$ cat config.mk
export PLATFORM = sky130hd
export DESIGN_NAME = seq_match_counter_flat
export DESIGN_NICKNAME = d
export VERILOG_FILES = /design/src/rtl/seq_pkg.sv /design/src/rtl/seq_match_counter_if.sv /design/src/rtl/seq_match_counter_rise_detect.sv /design/src/rtl/seq_match_counter.sv /design/src/flat_wrapper.sv
export SDC_FILE = /design/constraint.sdc
export NUM_CORES = 1
export LEC_CHECK = 0
export BUFFER_PORTS_ARGS = -buffer_cell sky130_fd_sc_hd__buf_2
export CORE_MARGIN = 4
export CORE_UTILIZATION = 57
export DETAILED_ROUTE_END_ITERATION = 10
export HOLD_SLACK_MARGIN = 0.15
export PLACE_DENSITY = 0.84
export RECOVER_POWER = 50
export REMOVE_ABC_BUFFERS = 1
export SLEW_MARGIN = 20
export SYNTH_ARGS = -nofsm -noshare
export SYNTH_HDL_FRONTEND = slang
export SYNTH_SLANG_ARGS = --single-unit
$ cat constraint.sdc
create_clock -name clk -period 2.5 [get_ports clk]
set_input_delay 0.5 -clock clk [delete_from_list [all_inputs] [get_ports clk]]
set_output_delay 0.5 -clock clk [all_outputs]
set_load 0.01 [all_outputs]
$ cat src/rtl/seq_pkg.sv
// seq_pkg: shared state encoding and default widths for seq_match_counter
// Contents: state_t (IDLE/COUNT/REPORT), CNT_W_DEF, WIN_W_DEF
package seq_pkg;
   typedef enum logic [1:0] {IDLE, COUNT, REPORT} state_t;
   localparam int CNT_W_DEF = 8;
   localparam int WIN_W_DEF = 16;
endpackage

$ cat src/rtl/seq_match_counter_if.sv
// seq_match_counter_if: match-flag input, window control and result handshake
// Signals: z, start, win_len, out_ready (to counter); out_valid, out_count,
// out_ovf, busy (from counter). master = producer/consumer side, slave = counter.
interface seq_match_counter_if
   import seq_pkg::*;
#(
   parameter int CNT_W = CNT_W_DEF,
   parameter int WIN_W = WIN_W_DEF
);
   logic             z;
   logic             start;
   logic [WIN_W-1:0] win_len;
   logic             out_ready;
   logic             out_valid;
   logic [CNT_W-1:0] out_count;
   logic             out_ovf;
   logic             busy;
   modport master (
      output z, start, win_len, out_ready,
      input  out_valid, out_count, out_ovf, busy
   );
   modport slave (
      input  z, start, win_len, out_ready,
      output out_valid, out_count, out_ovf, busy
   );
endinterface

$ cat src/rtl/seq_match_counter_rise_detect.sv
// rise_detect: registered previous-z with combinational rising-edge output
// Ports: clk, rst_n (async, active-low), z (input flag), rise (z & ~previous z)
module rise_detect (
   input  logic clk,
   input  logic rst_n,
   input  logic z,
   output logic rise
);
   logic z_q;
   always_ff @(posedge clk or negedge rst_n)
      if (!rst_n) z_q <= 1'b0;
      else        z_q <= z;
   assign rise = z & ~z_q;
endmodule

$ cat src/rtl/seq_match_counter.sv
// seq_match_counter: counts z rising edges over a programmable window and
// reports the saturating count through a valid/ready handshake.
// Ports: clk, rst_n (async, active-low), bus (seq_match_counter_if.slave)
module seq_match_counter
   import seq_pkg::*;
#(
   parameter int CNT_W = CNT_W_DEF,
   parameter int WIN_W = WIN_W_DEF
) (
   input  logic                 clk,
   input  logic                 rst_n,
   seq_match_counter_if.slave   bus
);
   state_t           state, state_nxt;
   logic [CNT_W-1:0] cnt, cnt_nxt, cnt_inc, oc, oc_nxt;
   logic             ovf, ovf_nxt, ovf_inc, oo, oo_nxt;
   logic [WIN_W-1:0] rem, rem_nxt, win_eff;
   logic             rise, sat, load;
   rise_detect u_rise (
      .clk   (clk),
      .rst_n (rst_n),
      .z     (bus.z),
      .rise  (rise)
   );
   assign sat     = &cnt;
   assign cnt_inc = (rise && !sat) ? cnt + CNT_W'(1) : cnt;
   assign ovf_inc = ovf | (rise & sat);
   assign win_eff = (bus.win_len == '0) ? WIN_W'(1) : bus.win_len;
   // a new window may open from IDLE or on the very cycle a result is taken
   assign load    = bus.start && (state == IDLE || (state == REPORT && bus.out_ready));
   always_comb begin
      state_nxt = state;
      cnt_nxt   = cnt;
      ovf_nxt   = ovf;
      rem_nxt   = rem;
      oc_nxt    = oc;
      oo_nxt    = oo;
      if (load) begin
         state_nxt = COUNT;
         cnt_nxt   = '0;
         ovf_nxt   = 1'b0;
         rem_nxt   = win_eff;
      end else if (state == COUNT) begin
         cnt_nxt = cnt_inc;
         ovf_nxt = ovf_inc;
         rem_nxt = rem - WIN_W'(1);
         // last window cycle: its own rise is folded into the reported result
         if (rem == WIN_W'(1)) begin
            state_nxt = REPORT;
            oc_nxt    = cnt_inc;
            oo_nxt    = ovf_inc;
         end
      end else if (state == REPORT && bus.out_ready) begin
         state_nxt = IDLE;
      end
   end
   always_ff @(posedge clk or negedge rst_n)
      if (!rst_n) begin
         state <= IDLE;
         cnt   <= '0;
         ovf   <= 1'b0;
         rem   <= '0;
         oc    <= '0;
         oo    <= 1'b0;
      end else begin
         state <= state_nxt;
         cnt   <= cnt_nxt;
         ovf   <= ovf_nxt;
         rem   <= rem_nxt;
         oc    <= oc_nxt;
         oo    <= oo_nxt;
      end
   assign bus.out_valid = (state == REPORT);
   assign bus.busy      = (state != IDLE);
   assign bus.out_count = oc;
   assign bus.out_ovf   = oo;
endmodule

$ cat src/flat_wrapper.sv
// flat-port wrapper written by rule: the top's interface ports become plain ports
module seq_match_counter_flat import seq_pkg::*;
#(
   parameter int CNT_W = CNT_W_DEF,
   parameter int WIN_W = WIN_W_DEF
)
  (clk, rst_n, bus_z, bus_start, bus_win_len, bus_out_ready, bus_out_valid, bus_out_count, bus_out_ovf, bus_busy);
  seq_match_counter_if #(.CNT_W(CNT_W), .WIN_W(WIN_W)) bus_i ();
  input  logic clk;
  input  logic rst_n;
  input wire logic [$bits(bus_i.z)-1:0] bus_z;
  input wire logic [$bits(bus_i.start)-1:0] bus_start;
  input wire logic [$bits(bus_i.win_len)-1:0] bus_win_len;
  input wire logic [$bits(bus_i.out_ready)-1:0] bus_out_ready;
  output wire logic [$bits(bus_i.out_valid)-1:0] bus_out_valid;
  output wire logic [$bits(bus_i.out_count)-1:0] bus_out_count;
  output wire logic [$bits(bus_i.out_ovf)-1:0] bus_out_ovf;
  output wire logic [$bits(bus_i.busy)-1:0] bus_busy;
  assign bus_i.z = bus_z;
  assign bus_i.start = bus_start;
  assign bus_i.win_len = bus_win_len;
  assign bus_i.out_ready = bus_out_ready;
  assign bus_out_valid = bus_i.out_valid;
  assign bus_out_count = bus_i.out_count;
  assign bus_out_ovf = bus_i.out_ovf;
  assign bus_busy = bus_i.busy;
  seq_match_counter #(.CNT_W(CNT_W), .WIN_W(WIN_W)) u_core (.clk(clk), .rst_n(rst_n), .bus(bus_i));
endmodule
==> flow_results.xml <==
<?xml version="1.0" encoding="UTF-8"?>
<metrics>
  <group name="run_status">
    <metric name="status" unit="">finished, violations left</metric>
    <metric name="failing_checks" unit="">max-capacitance violations, max-slew violations</metric>
  </group>
  <group name="timing">
    <metric name="max-slew-margin-rel" unit="%">-29.4</metric>
    <metric name="setup_repair_after_global_routing_missed_its_margin" unit="">false</metric>
    <metric name="finalSetupViolCount" unit="">0</metric>
    <metric name="postLayoutSetupSlackWorst" unit="ns">0.510</metric>
    <metric name="achievable-frequency" unit="MHz">502</metric>
    <metric name="finalHoldViolations" unit="">0</metric>
    <metric name="post-route-min-period" unit="ns">1.99</metric>
    <metric name="max_slew_vio_count" unit="">38</metric>
    <metric name="setup_tns" unit="ns">0</metric>
    <metric name="transition_time_at_the_pin_with_the_least_slew_margin" unit="ns">1.94</metric>
    <metric name="fin_skew" unit="ns">0.00602</metric>
    <metric name="fin_crit_sh" unit="%">79.6</metric>
  </group>
  <group name="grt">
    <metric name="grt_start_max_net_pins" unit="">38</metric>
    <metric name="globalRouteMet1Util" unit="%">27.7</metric>
    <metric name="number_of_global_route_vias_before_repair" unit="">1693</metric>
    <metric name="grt_remaining_overflow" unit="">0</metric>
    <metric name="met3_track_demand_over_resource_in_global_routing" unit="%">5.94</metric>
    <metric name="grt.met2_usage" unit="%">30.0</metric>
    <metric name="first_pass_grt_wire_length" unit="mm">7.76</metric>
    <metric name="global_route.peak_usage_layer" unit="">met2</metric>
    <metric name="grt_use_total" unit="%">19.8</metric>
    <metric name="antenna_found_initial" unit="">0</metric>
  </group>
  <group name="synthesis">
    <metric name="async_reset_ff_share" unit="%">100</metric>
    <metric name="post_synth_edffs" unit="">0</metric>
    <metric name="synth_cells" unit="">217</metric>
    <metric name="synthDistinctLibCells" unit="">53</metric>
    <metric name="synth_largest_type_area_fraction" unit="%">42.7</metric>
    <metric name="netlist_top_cells_area" unit="">sky130_fd_sc_hd__dfrtp_1, sky130_fd_sc_hd__mux2_4, sky130_fd_sc_hd__nand2_1</metric>
    <metric name="ys_warn_count" unit="">0</metric>
    <metric name="synthFlopType" unit="">sky130_fd_sc_hd__dfrtp_1</metric>
    <metric name="post_synth.cell_area_avg" unit="um^2">10.0</metric>
    <metric name="synth_area_leader_cell" unit="">sky130_fd_sc_hd__dfrtp_1</metric>
    <metric name="synth_seq_area_share" unit="%">42.7</metric>
    <metric name="mappedNetlistArea" unit="um^2">2170</metric>
    <metric name="synth_seq_cells" unit="">37</metric>
  </group>
  <group name="routing">
    <metric name="num_vias" unit="">1763</metric>
    <metric name="detail_route.wl_per_cell" unit="um">15.7</metric>
    <metric name="dr.first_iter.drc_count" unit="">105</metric>
    <metric name="detail_route.first_pass.iterations" unit="">4</metric>
    <metric name="wire_length_after_detailed_routing" unit="mm">4.65</metric>
    <metric name="antenna_left" unit="">0</metric>
    <metric name="drc" unit="">0</metric>
    <metric name="detail_route.vias_per_cell" unit="">5.94</metric>
  </group>
  <group name="clock_tree">
    <metric name="tritoncts_sinks" unit="">37</metric>
    <metric name="cts.repair_timing.setup_buffer_count" unit="">0</metric>
    <metric name="hold_buffer_count_at_cts" unit="">0</metric>
    <metric name="worstSkewPairLatency" unit="ns">0.29</metric>
    <metric name="htree_num_levels" unit="">2</metric>
    <metric name="cts.path.max_buffers" unit="">2</metric>
    <metric name="cts_resized" unit="">0</metric>
    <metric name="cts.root.buffer_cell" unit="">sky130_fd_sc_hd__clkbuf_8</metric>
    <metric name="clkSlewWorstSetupHoldPaths" unit="ns">0.07</metric>
    <metric name="cts_tree" unit="">done</metric>
    <metric name="numCtsBuffers" unit="">5</metric>
  </group>
  <group name="critical_path">
    <metric name="crit_cells" unit="">4</metric>
    <metric name="cell_breakdown_of_the_critical_path" unit="">or4_4 -&gt; nor3b_2 -&gt; and4_4 -&gt; mux2_2</metric>
    <metric name="worst_setup_path_endpoint" unit="">u_core.bus.out_count[0]</metric>
    <metric name="critPathCaptureType" unit="">flop</metric>
    <metric name="arrival_time_of_the_worst_setup_path" unit="ns">2.17</metric>
    <metric name="worstPathMaxFanout" unit="">11</metric>
    <metric name="crit_type" unit="">reg2reg</metric>
    <metric name="crit_path_start_kind" unit="">flop</metric>
    <metric name="cpMaxStageDelayCell" unit="">sky130_fd_sc_hd__or4_4</metric>
    <metric name="r2r_slack" unit="ns">0.51</metric>
    <metric name="r2r-start" unit="">u_core.rem[13]</metric>
    <metric name="cp.buffers_inverters" unit="">0</metric>
    <metric name="worst_path_largest_cell_delay" unit="ns">0.54</metric>
    <metric name="rr_endpoint" unit="">u_core.bus.out_count[0]</metric>
    <metric name="critPathTopFamily" unit="">simple AND/OR/NAND/NOR gates</metric>
    <metric name="critical_path.startpoint" unit="">u_core.rem[13]</metric>
    <metric name="r2r_cells" unit="">4</metric>
    <metric name="worst_ep_required_time" unit="ns">2.68</metric>
  </group>
  <group name="pwr">
    <metric name="power_density" unit="nW/um^2">754</metric>
    <metric name="total_power_of_the_final_layout" unit="mW">1.83</metric>
    <metric name="ir_worst_vdd" unit="uV">508</metric>
    <metric name="p_leak" unit="nW">1.04</metric>
  </group>
  <group name="finish">
    <metric name="ff_latch_area" unit="um^2">926</metric>
    <metric name="multi_input_area" unit="um^2">1160</metric>
    <metric name="antenna_fix_cells" unit="">0</metric>
    <metric name="finish.net_count" unit="">272</metric>
    <metric name="areaGrowthSynthToFinish" unit="%">11.8</metric>
    <metric name="layout.filler_cells" unit="">306</metric>
    <metric name="final_layout_size_suffix_gt1_share" unit="%">22.5</metric>
  </group>
  <group name="floorplan">
    <metric name="floorplan.die_area" unit="um^2">4860</metric>
    <metric name="boundary_pin_count" unit="">32</metric>
    <metric name="fp.dieW" unit="um">69.7</metric>
    <metric name="chipHeight" unit="um">69.7</metric>
    <metric name="core_area" unit="um^2">3660</metric>
    <metric name="floorplan.rows" unit="">22</metric>
    <metric name="initial_core_util" unit="%">59.3</metric>
  </group>
  <group name="run">
    <metric name="max_cap_violations" unit="">1</metric>
  </group>
  <group name="placed_design">
    <metric name="gpl.final_weighted_congestion" unit="">0.895</metric>
    <metric name="place_hpwl" unit="mm">3.26</metric>
    <metric name="dp_worst_setup_slack" unit="ns">0.512</metric>
    <metric name="port_buffers" unit="">31</metric>
  </group>
  <group name="hold_path">
    <metric name="min-delay-path-class" unit="">in2reg</metric>
  </group>
</metrics>
## cell type report
cell class | count | area share (%)
inverters | 7 | 1.08
multi-input cells | 163 | 48.0
clock buffers | 8 | 3.30
flip-flops and latches | 37 | 38.2
repair buffers | 34 | 7.01
well taps | 48 | 2.48
## metrics by stage
step           util, %  cells  area, um^2  hold slack [ns]
3_5_place_dp      64.3    289        2350            0.489
2_1_floorplan        -    207        2120            0.204
3_3_place_gp      64.3    289        2350            0.489
6_report          66.3    297        2430            0.379
4_1_cts           66.5    297        2430            0.329
5_1_grt           66.3    297        2430            0.374
## routing by layer
layer  vias up  routed length, um
met3         4                279
met4         0                 46
met2        59               2120
met5         -                  0
li1        868                  -
met1       832               2200
## placed cells by master (no fill, tap or decap), types with 6 or more instances in the layout
master	n
sky130_fd_sc_hd__a31oi_1	6
sky130_fd_sc_hd__buf_2	25
sky130_fd_sc_hd__clkbuf_1	9
sky130_fd_sc_hd__dfrtp_1	37
sky130_fd_sc_hd__inv_1	7
sky130_fd_sc_hd__mux2_4	7
sky130_fd_sc_hd__mux2i_1	6
sky130_fd_sc_hd__nand2_1	20
sky130_fd_sc_hd__nand3_1	10
sky130_fd_sc_hd__nand4_1	6
sky130_fd_sc_hd__nor2_1	15
sky130_fd_sc_hd__nor4_1	6
sky130_fd_sc_hd__o21ai_0	7
## registers in the layout, summed over array words and instances, names as in the netlist
name and flops:
u_core.rem 16, u_core.cnt 8, u_core.ovf 1, u_core.bus.out_count 8, u_core.u_rise.z_q 1, u_core.bus.out_ovf 1, u_core.state 2
## cells by family (layout without fill, tap and decap cells)
group / after synthesis / in the layout / synth area share [%]
buf+inv: 17 / 49 / 3.75
fa+ha+maj: 3 / 3 / 1.73
simple gates: 94 / 94 / 25.4
xor+xnor: 7 / 7 / 2.82
flops: 37 / 37 / 42.7
compound gates: 41 / 41 / 13.5
mux: 18 / 18 / 10.2
## cells in the mapped netlist, drive strengths merged, types with 2 or more instances
cell type / number
a211oi: 3
a21oi: 4
a31oi: 6
and2: 5
and3b: 2
and4: 3
and4b: 2
buf: 2
clkbuf: 8
dfrtp: 37
ha: 3
inv: 7
mux2: 12
mux2i: 6
nand2: 20
nand2b: 3
nand3: 11
nand4: 6
nor2: 15
nor2b: 3
nor3: 6
nor3b: 2
nor4: 6
o211ai: 5
o21ai: 7
o311ai: 2
o31ai: 4
or2b: 2
or3: 2
or4: 3
xnor2: 2
xor2: 5
## where the power goes
group,internal (mW),switching (mW),leakage (nW)
registers,0.741,0.187,0.452
logic,0.219,0.283,0.549
clock network,0.198,0.202,0.0395
total,1.16,0.672,1.04
## worst min path at each step
stage,from,endpoint,depth (start not counted)
after CTS,rst_n,u_core.rem[15],1
after global routing,bus_z,u_core.u_rise.z_q,1
after global placement,u_core.bus.out_count[0],u_core.bus.out_count[0],1
final,bus_z,u_core.u_rise.z_q,1
after detailed placement,u_core.bus.out_count[1],u_core.bus.out_count[1],1
after floorplan,rst_n,u_core.bus.out_count[0],0
No activity file was read; power rests on OpenSTA's default activity.
